===== src/rtl/l2_sumsq_acc.sv =====
// l2_sumsq_acc: streaming sum-of-squares over fixed-length vectors of signed
// samples. Three register stages: E0 captures the sample and its index, E1
// squares it, E2 accumulates and publishes one result per VEC_LEN samples.
module l2_sumsq_acc #(
   parameter int IN_W    = 8,
   parameter int OUT_W   = 10,
   parameter int VEC_LEN = 4,
   parameter int SAT     = 0
) (
   input  logic                   clk,
   input  logic                   reset,
   input  logic                   clear,
   input  logic signed [IN_W-1:0] a,
   input  logic                   valid_in,
   output logic [OUT_W-1:0]       g,
   output logic                   valid_out,
   output logic                   overflow
);

   localparam int CNT_W = $clog2(VEC_LEN);
   localparam int SQ_W  = 2 * IN_W;
   // Wide enough to hold a wrapped partial sum plus any square without loss.
   localparam int SUM_W = ((SQ_W > OUT_W) ? SQ_W : OUT_W) + 1;
   localparam logic [CNT_W-1:0] LAST_IDX = CNT_W'(VEC_LEN - 1);
   localparam logic [OUT_W-1:0] G_MAX    = {OUT_W{1'b1}};

   // Square of a two's-complement sample; sign-extending first keeps the
   // most negative value exact.
   function automatic logic [SQ_W-1:0] square(input logic signed [IN_W-1:0] x);
      logic signed [SQ_W-1:0] xe;
      xe = $signed({{IN_W{x[IN_W-1]}}, x});
      return $unsigned(xe * xe);
   endfunction

   // E0 stage
   logic [CNT_W-1:0]       cnt_r;
   logic signed [IN_W-1:0] a0_r;
   logic [CNT_W-1:0]       idx0_r;
   logic                   v0_r;
   // E1 stage
   logic [SQ_W-1:0]        sq1_r;
   logic [CNT_W-1:0]       idx1_r;
   logic                   v1_r;
   // E2 stage: the wrapped sum is kept modulo 2^OUT_W; the sticky bit
   // remembers whether the true sum ever left that range.
   logic [OUT_W-1:0]       acc_r;
   logic                   sticky_r;

   logic [SUM_W-1:0]       base_s;
   logic [SUM_W-1:0]       sum_s;
   logic                   part_ovf_s;
   logic                   total_ovf_s;
   logic [OUT_W-1:0]       g_next_s;

   // Next accumulator value, overflow status and result for the sample at E2.
   always_comb begin
      base_s      = {SUM_W{1'b0}};
      sum_s       = {SUM_W{1'b0}};
      part_ovf_s  = 1'b0;
      total_ovf_s = 1'b0;
      g_next_s    = {OUT_W{1'b0}};
      if (idx1_r == {CNT_W{1'b0}}) begin
         base_s = {SUM_W{1'b0}};
      end else begin
         base_s = SUM_W'(acc_r);
      end
      sum_s      = base_s + SUM_W'(sq1_r);
      part_ovf_s = |sum_s[SUM_W-1:OUT_W];
      if (idx1_r == {CNT_W{1'b0}}) begin
         total_ovf_s = part_ovf_s;
      end else begin
         total_ovf_s = sticky_r | part_ovf_s;
      end
      if ((SAT != 0) && total_ovf_s) begin
         g_next_s = G_MAX;
      end else begin
         g_next_s = sum_s[OUT_W-1:0];
      end
   end

   // E0: accept a sample, tag it with its position in the vector.
   always_ff @(posedge clk or negedge reset) begin
      if (!reset) begin
         cnt_r  <= {CNT_W{1'b0}};
         a0_r   <= {IN_W{1'b0}};
         idx0_r <= {CNT_W{1'b0}};
         v0_r   <= 1'b0;
      end else if (clear) begin
         cnt_r <= {CNT_W{1'b0}};
         v0_r  <= 1'b0;
      end else begin
         v0_r <= valid_in;
         if (valid_in) begin
            a0_r   <= a;
            idx0_r <= cnt_r;
            if (cnt_r == LAST_IDX) begin
               cnt_r <= {CNT_W{1'b0}};
            end else begin
               cnt_r <= cnt_r + CNT_W'(1);
            end
         end
      end
   end

   // E1: register the square and carry the index along.
   always_ff @(posedge clk or negedge reset) begin
      if (!reset) begin
         sq1_r  <= {SQ_W{1'b0}};
         idx1_r <= {CNT_W{1'b0}};
         v1_r   <= 1'b0;
      end else if (clear) begin
         v1_r <= 1'b0;
      end else begin
         v1_r <= v0_r;
         if (v0_r) begin
            sq1_r  <= square(a0_r);
            idx1_r <= idx0_r;
         end
      end
   end

   // E2: accumulate and publish the result when the last index arrives.
   always_ff @(posedge clk or negedge reset) begin
      if (!reset) begin
         acc_r     <= {OUT_W{1'b0}};
         sticky_r  <= 1'b0;
         g         <= {OUT_W{1'b0}};
         valid_out <= 1'b0;
         overflow  <= 1'b0;
      end else if (clear) begin
         acc_r     <= {OUT_W{1'b0}};
         sticky_r  <= 1'b0;
         valid_out <= 1'b0;
         overflow  <= 1'b0;
      end else if (v1_r) begin
         acc_r    <= sum_s[OUT_W-1:0];
         sticky_r <= total_ovf_s;
         if (idx1_r == LAST_IDX) begin
            g         <= g_next_s;
            overflow  <= total_ovf_s;
            valid_out <= 1'b1;
         end else begin
            overflow  <= 1'b0;
            valid_out <= 1'b0;
         end
      end else begin
         overflow  <= 1'b0;
         valid_out <= 1'b0;
      end
   end

endmodule


===== config.mk =====
export PLATFORM = sky130hd
export DESIGN_NAME = l2_sumsq_acc
export DESIGN_NICKNAME = d
export VERILOG_FILES = /design/src/rtl/l2_sumsq_acc.sv
export SDC_FILE = /design/constraint.sdc
export NUM_CORES = 1
export LEC_CHECK = 0
export BUFFER_PORTS_ARGS = -buffer_cell sky130_fd_sc_hd__clkbuf_2
export CAP_MARGIN = 0
export CORE_MARGIN = 8
export CORE_UTILIZATION = 25
export CTS_CLUSTER_SIZE = 30
export DETAILED_ROUTE_END_ITERATION = 10
export HOLD_SLACK_MARGIN = 0.05
export RECOVER_POWER = 100
export SETUP_SLACK_MARGIN = 0.1
export SLEW_MARGIN = 10
export SYNTH_ARGS = -nofsm -noshare
export SYNTH_HDL_FRONTEND = slang
export SYNTH_SLANG_ARGS = --single-unit

===== constraint.sdc =====
create_clock -name clk -period 9 [get_ports clk]
set_clock_uncertainty 0.1 [all_clocks]
set_input_delay 1.35 -clock clk [delete_from_list [all_inputs] [get_ports clk]]
set_output_delay 1.35 -clock clk [all_outputs]
set_load 0.1 [all_outputs]

==> results of run 1 <==
worst reg2reg max path, stage by stage, from the launching register on:
cell       delay [ns]
dfrtp_1          0.47
inv_1            0.21
nor2_1           0.07
ha_1             0.30
a21oi_1          0.09
fa_1             0.53
inv_1            0.04
ha_1             0.26
inv_1            0.05
fa_1             0.53
inv_1            0.07
fa_1             0.45
a21o_1           0.19
a21oi_1          0.21
o21bai_1         0.09
a21o_1           0.22
a2111oi_0        0.57
nor4_1           0.11
nand3b_1         0.20
cell type report:
cell class | instances | area [um2] | area share (%)
clock buffers | 6 | 139 | 2.58
clock inverters | 2 | 17.5 | 0.325
inverters | 85 | 319 | 5.92
multi-input cells | 379 | 3120 | 57.9
flip-flops and latches | 54 | 1350 | 25.1
well taps | 265 | 332 | 6.15
repair buffers | 26 | 110 | 2.04
metal layers:
metal | share of wire, % | wire, um | vias to the layer above
li1 | - | - | 1771
met1 | 51 | 4900 | 1619
met2 | 45 | 4350 | 40
met3 | 2.9 | 277 | 10
met4 | 1.4 | 138 | 0
met5 | 0 | 0 | -
worst paths after layout:
| check | to | slack (ns) | cells past startpoint | from |
|---|---|---|---|---|
| max reg2reg | sq1_r[14] | 4.15 | 18 | a0_r[1] |
| max | sq1_r[14] | 4.15 | 18 | a0_r[1] |
| min | idx1_r[0] | 0.38 | 2 | idx0_r[0] |
| min in group asynchronous | overflow | 1.97 | 2 | reset |
| min reg2reg | idx1_r[0] | 0.38 | 2 | idx0_r[0] |
| max in group asynchronous | a0_r[1] | 5.15 | 2 | reset |
power groups by stage:
stage          logic [uW]  registers, uW  clock network, uW
2_1_floorplan        1090            331                  0
3_3_place_gp         1330            343                  0
3_5_place_dp         1330            346                  0
4_1_cts              1350            341                218
5_1_grt              1550            350                226
6_report             1310            341                209
cell usage in the layout, fill, tap and decap left out, types with 6 or more instances in the layout:
cell and instances:
inv_1 84, nand2_1 64, dfrtp_1 54, fa_1 41, ha_1 41, nor2_1 29, o21ai_0 29, xnor2_1 22
and2_1 19, clkbuf_1 16, a21oi_1 15, nor2b_1 14, mux2_2 10, mux2i_1 10, clkbuf_2 10, or3_1 8
nand3_1 6, xor2_1 6
logic make-up (layout without fill, tap and decap cells):
kind of cell,after synthesis,count (layout),synth area share (%)
XOR/XNOR,28,28,5.04
AND/OR/NAND/NOR,170,170,17.2
multiplexers,20,20,4.37
adder cells (fa/ha/maj),82,82,27.4
AO/OA/AOI/OAI,79,79,10.3
flip-flops,54,54,27.8
buffers and inverters,102,119,7.87
registers in the layout, indices dropped and copies added, names as in the netlist:
| signal | flops |
|---|---|
| v0_r | 1 |
| valid_out | 1 |
| cnt_r | 2 |
| sticky_r | 1 |
| v1_r | 1 |
| sq1_r | 15 |
| acc_r | 10 |
| g | 10 |
| idx0_r | 2 |
| idx1_r | 2 |
| overflow | 1 |
| a0_r | 8 |
through the flow:
| step | cells | instance area, um2 | setup WS [ns] | util, % |
|---|---|---|---|---|
| finish | 817 | 5390 | 4.15 | 28.0 |
| floorplan | 535 | 4870 | 4.46 | - |
| global route | 817 | 5390 | 3.73 | 28.0 |
| global placement | 809 | 5270 | 4.18 | 27.4 |
| detailed placement | 809 | 5270 | 4.14 | 27.4 |
| CTS | 817 | 5430 | 4.12 | 28.2 |
==> metrics, run 1 <==
gpl congestion approximately 0.83; final count of hold timing violations 0; fin crit share 53.9%; drt total wl 9670 um; post-synthesis cell count 535; ys async rst share 100%; Starting Density 25.3%; FP Rows 51; Setup crit end kind register; total CTS buffers 5; largest net degree at the start of global routing 55; Filler cells 2083; final setup vio count 0; Area Overhead vs Synth 10.7%; critical path class register to register; layout cells sized above 1 6.16%; yosys warns 0; Setup Buffers After CTS 0; total core area 19300 um2; Post-Syn Area 4870 um2; I/O pin cnt 24; Yosys cell types 50; status finished, violations left; syn_nets ~630; total power roughly 1900 uW; DIE HEIGHT around 160 um; clock transition at the registers of the reported paths 0.08 ns; vias 3440; fmax 0.206 GHz; IO buf count 23; Switch Pwr around 900 uW; total negative slack 0 ns; Sequential Power Share 18.3%; Comb pwr share 70.5%; global-route wire length before repair 16900 um; clock sink count 54; slew margin rel. -94.8%; DRT antenna net count 0; Clock Power Share 11.2%; HP Class register to register; DR DRC count 0; Pint 974 uW; cells along the critical path inv_1 -> nor2_1 -> ha_1 -> a21oi_1 -> fa_1 -> inv_1 -> ha_1 -> inv_1 -> fa_1 -> inv_1 -> fa_1 -> a21o_1 -> a21oi_1 -> o21bai_1 -> a21o_1 -> a2111oi_0 -> nor4_1 -> nand3b_1; Avg WL per Cell 11.8 um; power per cell area 346 nW/um2; CP most frequent cell inv_1; nets 645; vias per cell 4.21; Die X-Extent 156 um; Buf/Inv on CP 4; worst slew pin tran roughly 2.9 ns; top cells by area, synth dfrtp_1 28%, fa_1 17%, ha_1 11%; leakage 0.00254 uW; CTS tree done; grt total ovfl 0; Min Hold Slack 0.377 ns; initial antenna violation count 0; Top FF cell, synth dfrtp_1; switching part of the total around 48%; CP delay by family, top adder cells; Worst-Skew Late Latency 0.30 ns; Syn Area/Cell 9.10 um2; Period minus WS final 4.85 ns; Antenna Cells 0; Synth top cells by count 84 x inv_1, 64 x nand2_1, 54 x dfrtp_1, 41 x fa_1, 41 x ha_1; Clock Path Buffers 2; top-count cell post-synth inv_1; failing checks capacitance limit, slew limit; Seq cells post-synth 54; Final Max Slew Viols 55; CP Data Required Time 9.08 ns; vias in the first global route 3415; maximum vdd ir drop 0.000187 V; slowest stage delay, CP 0.57 ns; Die ar. 24200 um2; crit start category register; post-CTS sizing 0; maxcap violations 1; worst-path fanout max 9; GRT met2 Usage 13.4%; met3 usage between 1.5 and 2%; M1 GR Usage between 10% and 20%; RSZ-0062 raised after global routing no; first-pass detailed-route iteration total 4; Global Route Usage Sum 8.52%; number of enable flip-flop cells after synthesis 0; Synth top area share 27.8%; Clk Tree Root Cell clkbuf_16; Hold-fix buffers, CTS 0; Crit-path slowest cell a2111oi_0; area leader, netlist dfrtp_1; sequential share of the synthesized area 27.8%; Top Usage Layer GRT met2; H-tree depth 2; DP HPWL 7720 um; initial DRC count 236; critical path arrival just under 5 ns
No activity file was read; power rests on OpenSTA's default activity.
==> run 2, diff against run 1 <==
==> constraint.sdc (replaced) <==
create_clock -name clk -period 4.8 [get_ports clk]
set_clock_uncertainty 0.1 [all_clocks]
set_input_delay 0.72 -clock clk [delete_from_list [all_inputs] [get_ports clk]]
set_output_delay 0.72 -clock clk [all_outputs]
set_load 0.1 [all_outputs]
==> run 2 against run 1 <==
Effect of this change:
- clock power up 110%
- fmax up 7.3%
- global-route usage down 0.16 points
- hold slack about the same
- critical path type unchanged
- clock-buffer cell count unchanged
- final cell count up 1.1%
- highest routed layer unchanged
- core utilization up 0.99 points
- the flow still finishes with violations (capacitance limit, slew limit)
- die area unchanged
- critical path depth down 2
- cell area up 3.5%
- non-clock buffer count up 9
- setup slack worse by 3.9 ns
- critical endpoint is now sq1_r[15]
==> metrics, run 2 (same netlist as run 1, synthesis figures left out) <==
status finished, violations left; failing checks capacitance limit, slew limit; global-route wire length before repair 16700 um (-1.0%); pre-CTS WS 0.0348 ns (-4.11 ns); layout cells sized above 1 11.1% (+4.9 points); area of the multi-input gates 3220 um2 (+3.0%); first-pass detailed-route iteration total 4 (unchanged); maximum vdd ir drop 0.000432 V (+130%); DP HPWL 7800 um (+1.0%); leakage 0.00262 uW (+2.9%); R2R Path Start a0_r[3]; Filler cells 2078 (-0.24%); power per cell area 708 nW/um2 (+100%); register area 1360 um2 (+0.37%); CP Data Required Time 4.93 ns (-4.15 ns); nets 654 (+1.4%); Die ar. 24200 um2 (unchanged); critical path class register to register; Avg WL per Cell 11.7 um (-1.4%); Final Cell Area 5580 um2 (+3.5%); grt total ovfl 0 (unchanged); worst-path fanout max 7 (-2); clock transition at the registers of the reported paths 0.07 ns (about the same); most frequent cells in the layout 82 x inv_1, 63 x nand2_1, 50 x dfrtp_1; DP Area 5330 um2 (+1.0%); Largest regs sq1_r x15, acc_r x10, g x10; Min Hold Slack 0.377 ns (+0.0000170 ns); fmax 0.221 GHz (+7.3%); vias 3476 (+1.0%); H-tree depth 2 (unchanged); DRT antenna net count 0 (unchanged); total CTS buffers 5 (unchanged); Reg with most FFs sq1_r; vias in the first global route 3459 (+1.3%); fin crit share 94.2% (+40 points); crit start category register; HP Class register to register; DR DRC count 0 (unchanged); final core area utilization 29.0% (+0.99 points); total negative slack 0 ns (unchanged); vias per cell 4.21 (about the same); drt total wl 9640 um (-0.27%); final setup vio count 0 (unchanged); critical path arrival 4.65 ns (-0.29 ns); initial DRC count 162 (-31%); Clock Path Buffers 2 (unchanged); r2r endpoint sq1_r[15]; Hold-fix buffers, CTS 0 (unchanged); reg2reg setup slack 0.28 ns (-3.87 ns); PnR worst setup slack 0.279 ns (-3.87 ns); slew margin rel. -92.8% (+2.0 points); largest net degree at the start of global routing 55 (unchanged); Worst Hold Launch g[1]; initial antenna violation count 0 (unchanged); I/O pin cnt 24 (unchanged); Setup crit end kind register; Final Max Slew Viols 55 (unchanged); FP Rows 51 (unchanged); final count of hold timing violations 0 (unchanged); commonest non-fill, non-tap cell in the layout inv_1; DIE HEIGHT 156 um (unchanged); total core area 19300 um2 (unchanged); Area Overhead vs Synth 14.6%; Antenna Cells 0 (unchanged); clock sink count 54 (unchanged); RSZ-0062 raised after global routing yes; Period minus WS final 4.52 ns (-0.330 ns); Die X-Extent 156 um (unchanged); path depth of the worst reg2reg path 16 (-2); Worst-Skew Late Latency 0.30 ns (about the same); Hold Path Depth 2 (unchanged); Global Route Usage Sum 8.36% (-0.16 points); worst slew pin tran 2.89 ns (-0.0302 ns); CTS tree done; worst hold endpoint g[1]; Starting Density 25.3% (unchanged); Clk Tree Root Cell clkbuf_16; gpl congestion 0.825 (-0.92%); maxcap violations 1 (unchanged); IO buf count 23 (unchanged); max reg flops 15 (unchanged)
[run 2: worst max-delay path, stage by stage, from the launching register on]
cell	delay, ns
dfrtp_1	0.38
buf_4	0.16
nand2_2	0.08
inv_1	0.06
fa_1	0.56
buf_4	0.18
fa_1	0.52
inv_1	0.06
fa_1	0.48
fa_1	0.54
inv_1	0.04
ha_2	0.38
nand3_2	0.12
nor3_4	0.22
nor3_2	0.07
or3_1	0.35
a31oi_1	0.16
[run 2: metal layers]
| layer | track usage [%] | vias to the layer above | wire [um] | part of all wire (%) |
|---|---|---|---|---|
| met5 | 0 | - | 0 | 0 |
| met4 | 1.66 | 0 | 76 | 0.79 |
| met3 | 1.97 | 6 | 324 | 3.4 |
| met2 | 13.3 | 32 | 4360 | 45 |
| met1 | 11.3 | 1643 | 4880 | 51 |
| li1 | - | 1795 | - | - |
[run 2: worst max-delay path by stage]
| stage | startpoint | to | slack [ns] | cells past startpoint |
|---|---|---|---|---|
| after global placement | a0_r[6] | sq1_r[13] | 0.02 | 16 |
| final | a0_r[3] | sq1_r[15] | 0.28 | 16 |
| after CTS | a0_r[1] | sq1_r[14] | 0.11 | 18 |
| after floorplan | a0_r[6] | sq1_r[14] | 0.26 | 16 |
| after global routing | a0_r[2] | sq1_r[15] | 0.05 | 15 |
| after detailed placement | a0_r[6] | sq1_r[13] | 0.03 | 16 |
[run 2: per-stage QoR]
step | power (uW) | instances
after detailed placement | 3160 | 816
final | 3950 | 826
after global routing | 4470 | 826
after global placement | 3150 | 816
after floorplan | 2670 | 535
after CTS | 3650 | 824
[run 2: timing repair]
item / 4_1_cts / 5_1_grt
setup buffers: 0 / 2
resized for setup: 2 / 24
endpoints found under the setup margin: 3 / 4
pin swaps: 0 / 2
[run 2: power by group]
group          leakage [uW]  internal (uW)  total, uW  switching, uW
logic               0.00183           1270       2890           1610
clock network     0.0000875            263        439            176
registers          0.000703            536        624           88.8
[run 2: cell type report]
class                      instances  area share (%)
multi-input combinational        379            57.6
sequential                        54            24.3
clock buffer                       6            2.49
timing repair buffer              35            3.21
tap                              265            5.94
clock inverter                     2           0.695
inverter                          85            5.72
==> run 3, diff against run 2 <==
--- a/config.mk
+++ b/config.mk
@@ -7,11 +7,13 @@
 export LEC_CHECK = 0
 export BUFFER_PORTS_ARGS = -buffer_cell sky130_fd_sc_hd__clkbuf_2
 export CAP_MARGIN = 0
-export CORE_MARGIN = 8
-export CORE_UTILIZATION = 25
+export CORE_MARGIN = 3
+export CORE_UTILIZATION = 55
 export CTS_CLUSTER_SIZE = 30
 export DETAILED_ROUTE_END_ITERATION = 10
 export HOLD_SLACK_MARGIN = 0.05
+export MAX_ROUTING_LAYER = met4
+export PLACE_DENSITY = 0.73
 export RECOVER_POWER = 100
 export SETUP_SLACK_MARGIN = 0.1
 export SLEW_MARGIN = 10
==> run 3 against run 2 <==
Effect of this change:
- the run still ends with capacitance limit, slew limit left
- global-route usage is 12 points higher
- first-iteration DRC count is 12% lower
- fmax is 1.0% lower
- cell area is 4.6% lower
- critical path depth is 1 lower
- total power is 2.9% lower
- via count is 4.0% higher
- sequential share of layout area is 1.2 points higher
- critical endpoint unchanged
- largest power group unchanged
==> metrics, run 3 (same netlist as run 1, synthesis figures left out) <==
Clk Tree Root Cell clkbuf_8; Pint 2010 uW (-3.1%); max reg flops 15 (unchanged); FP Rows 33 (-35%); vias per cell 5.40 (+28%); Avg WL per Cell 14.3 um (+22%); DR DRC count 0 (unchanged); Die X-Extent 100 um (-36%); global-route wire length before repair 16100 um (-3.4%); Switch Pwr 1830 uW (-2.6%); Starting Density 57.8% (+33 points); DP Area 5120 um2 (-3.9%); slew margin rel. -87.1% (+5.7 points); IO buf count 23 (unchanged); Clock Power Share 8.6% (-2.5 points); critical path arrival 4.71 ns (+0.06 ns); first-pass detailed-route iteration total 5 (+1); total CTS buffers 5 (unchanged); maxcap violations 1 (unchanged); critical path class register to register; I/O pin cnt 24 (unchanged); maximum vdd ir drop 0.000595 V (+38%); fmax 0.219 GHz (-1.0%); initial antenna violation count 0 (unchanged); failing checks capacitance limit, slew limit; DP HPWL 7460 um (-4.3%); layout cells sized above 1 11.2% (+0.12 points); grt total ovfl 0 (unchanged); worst-path fanout max 9 (+2); status finished, violations left; final core area utilization 63.2% (+34 points); clock transition at the registers of the reported paths 0.10 ns (+0.03 ns); path depth of the worst reg2reg path 15 (-1); Filler cells 710 (-66%); worst slew pin tran 2.81 ns (-0.0849 ns); Reg with most FFs sq1_r; area of the multi-input gates 3200 um2 (-0.62%); CP Data Required Time 4.95 ns (+0.02 ns); Comb pwr share 75.2% (+2.1 points); total negative slack 0 ns (unchanged); initial DRC count 142 (-12%); clock sink count 54 (unchanged); drt total wl 9540 um (-1.0%); DIE HEIGHT 100 um (-36%); CTS tree done; switching part of the total 47.7% (+0.12 points); nets 657 (+0.46%); Sequential Power Share 16.2% (+0.4 points); register area 1360 um2 (about the same); Period minus WS final 4.57 ns (+0.0478 ns); gpl congestion 0.888 (+7.6%); largest net degree at the start of global routing 55 (unchanged); RSZ-0062 raised after global routing no; leakage 0.00258 uW (-1.4%); HP Class register to register; Antenna Cells 0 (unchanged); Largest regs sq1_r x15, acc_r x10, g x10; H-tree depth 2 (unchanged); Global Route Usage Sum 20.4% (+12 points); final count of hold timing violations 0 (unchanged); Worst-Skew Late Latency 0.31 ns (about the same); Setup crit end kind register; crit start category register; Final Max Slew Viols 55 (unchanged); vias 3615 (+4.0%); Area Overhead vs Synth 9.36%; most frequent cells in the layout 83 x inv_1, 64 x nand2_1, 49 x dfrtp_1; Die ar. 10000 um2 (-59%); Final Cell Area 5320 um2 (-4.6%); Clock Path Buffers 2 (unchanged); fin crit share 95.2% (+1.0 points); power per cell area 721 nW/um2 (+1.8%); commonest non-fill, non-tap cell in the layout inv_1; DRT antenna net count 0 (unchanged); Hold Path Depth 2 (unchanged); total core area 8420 um2 (-56%); final setup vio count 0 (unchanged); vias in the first global route 3606 (+4.2%)
## run 3: final cells by class
cell class	count	share of cell area, %
inverters	85	5.99
flip-flops and latches	54	25.5
clock inverters	2	0.729
well taps	105	2.47
multi-input cells	379	60.0
clock buffers	6	1.55
repair buffers	38	3.71
## run 3: path summary, 6_finish.rpt
path,start,to,slack [ns]
setup / recovery,a0_r[0],sq1_r[15],0.23
hold / removal,idx0_r[0],idx1_r[0],0.38
setup reg to reg,a0_r[0],sq1_r[15],0.23
hold reg to reg,idx0_r[0],idx1_r[0],0.38
max in group asynchronous,reset,a0_r[6],1.51
min in group asynchronous,reset,g[9],1.29
## run 3: what timing repair did
action	CTS	global route
hold buffers	0	0
pin swaps	0	2
endpoints found under the hold margin	0	0
buffers inserted	0	6
endpoints found under the setup margin	2	4
gates resized for setup	2	20
## run 3: per-layer routing
| layer | wire length (um) | global-route usage, % |
|---|---|---|
| met1 | 4110 | 25.3 |
| met2 | 5010 | 35.4 |
| met3 | 275 | 2.85 |
| met4 | 153 | 5.39 |
| met5 | 0 | - |
## run 3: critical path: stages (launching register included)
cell and delay, ns:
dfrtp_1 0.47, and2_0 0.19, ha_1 0.32, inv_1 0.07, fa_1 0.55, fa_1 0.45
fa_1 0.56, inv_1 0.05, ha_1 0.33, a21o_1 0.21, a2111oi_2 0.42, clkbuf_1 0.18
nor3_2 0.06, nor3_1 0.24, o21ai_0 0.13, a31oi_1 0.17
## run 3: per-stage QoR
step | hold WS, ns | setup slack (ns) | total power, uW | instances
after global routing | 0.417 | 0.0733 | 4290 | 669
after CTS | 0.388 | 0.0785 | 3560 | 663
after detailed placement | 0.362 | 0.0285 | 3190 | 655
after global placement | 0.355 | 0.173 | 3100 | 655
after floorplan | 0.324 | 0.256 | 2670 | 535
final | 0.377 | 0.231 | 3840 | 669
## run 3: power by group through the flow
stage                     sequential (uW)  combinational, uW  clock (uW)
final                                 623               2890         330
after detailed placement              631               2560           0
after global routing                  635               3290         359
after global placement                629               2470           0
after CTS                             623               2600         342
after floorplan                       620               2050           0
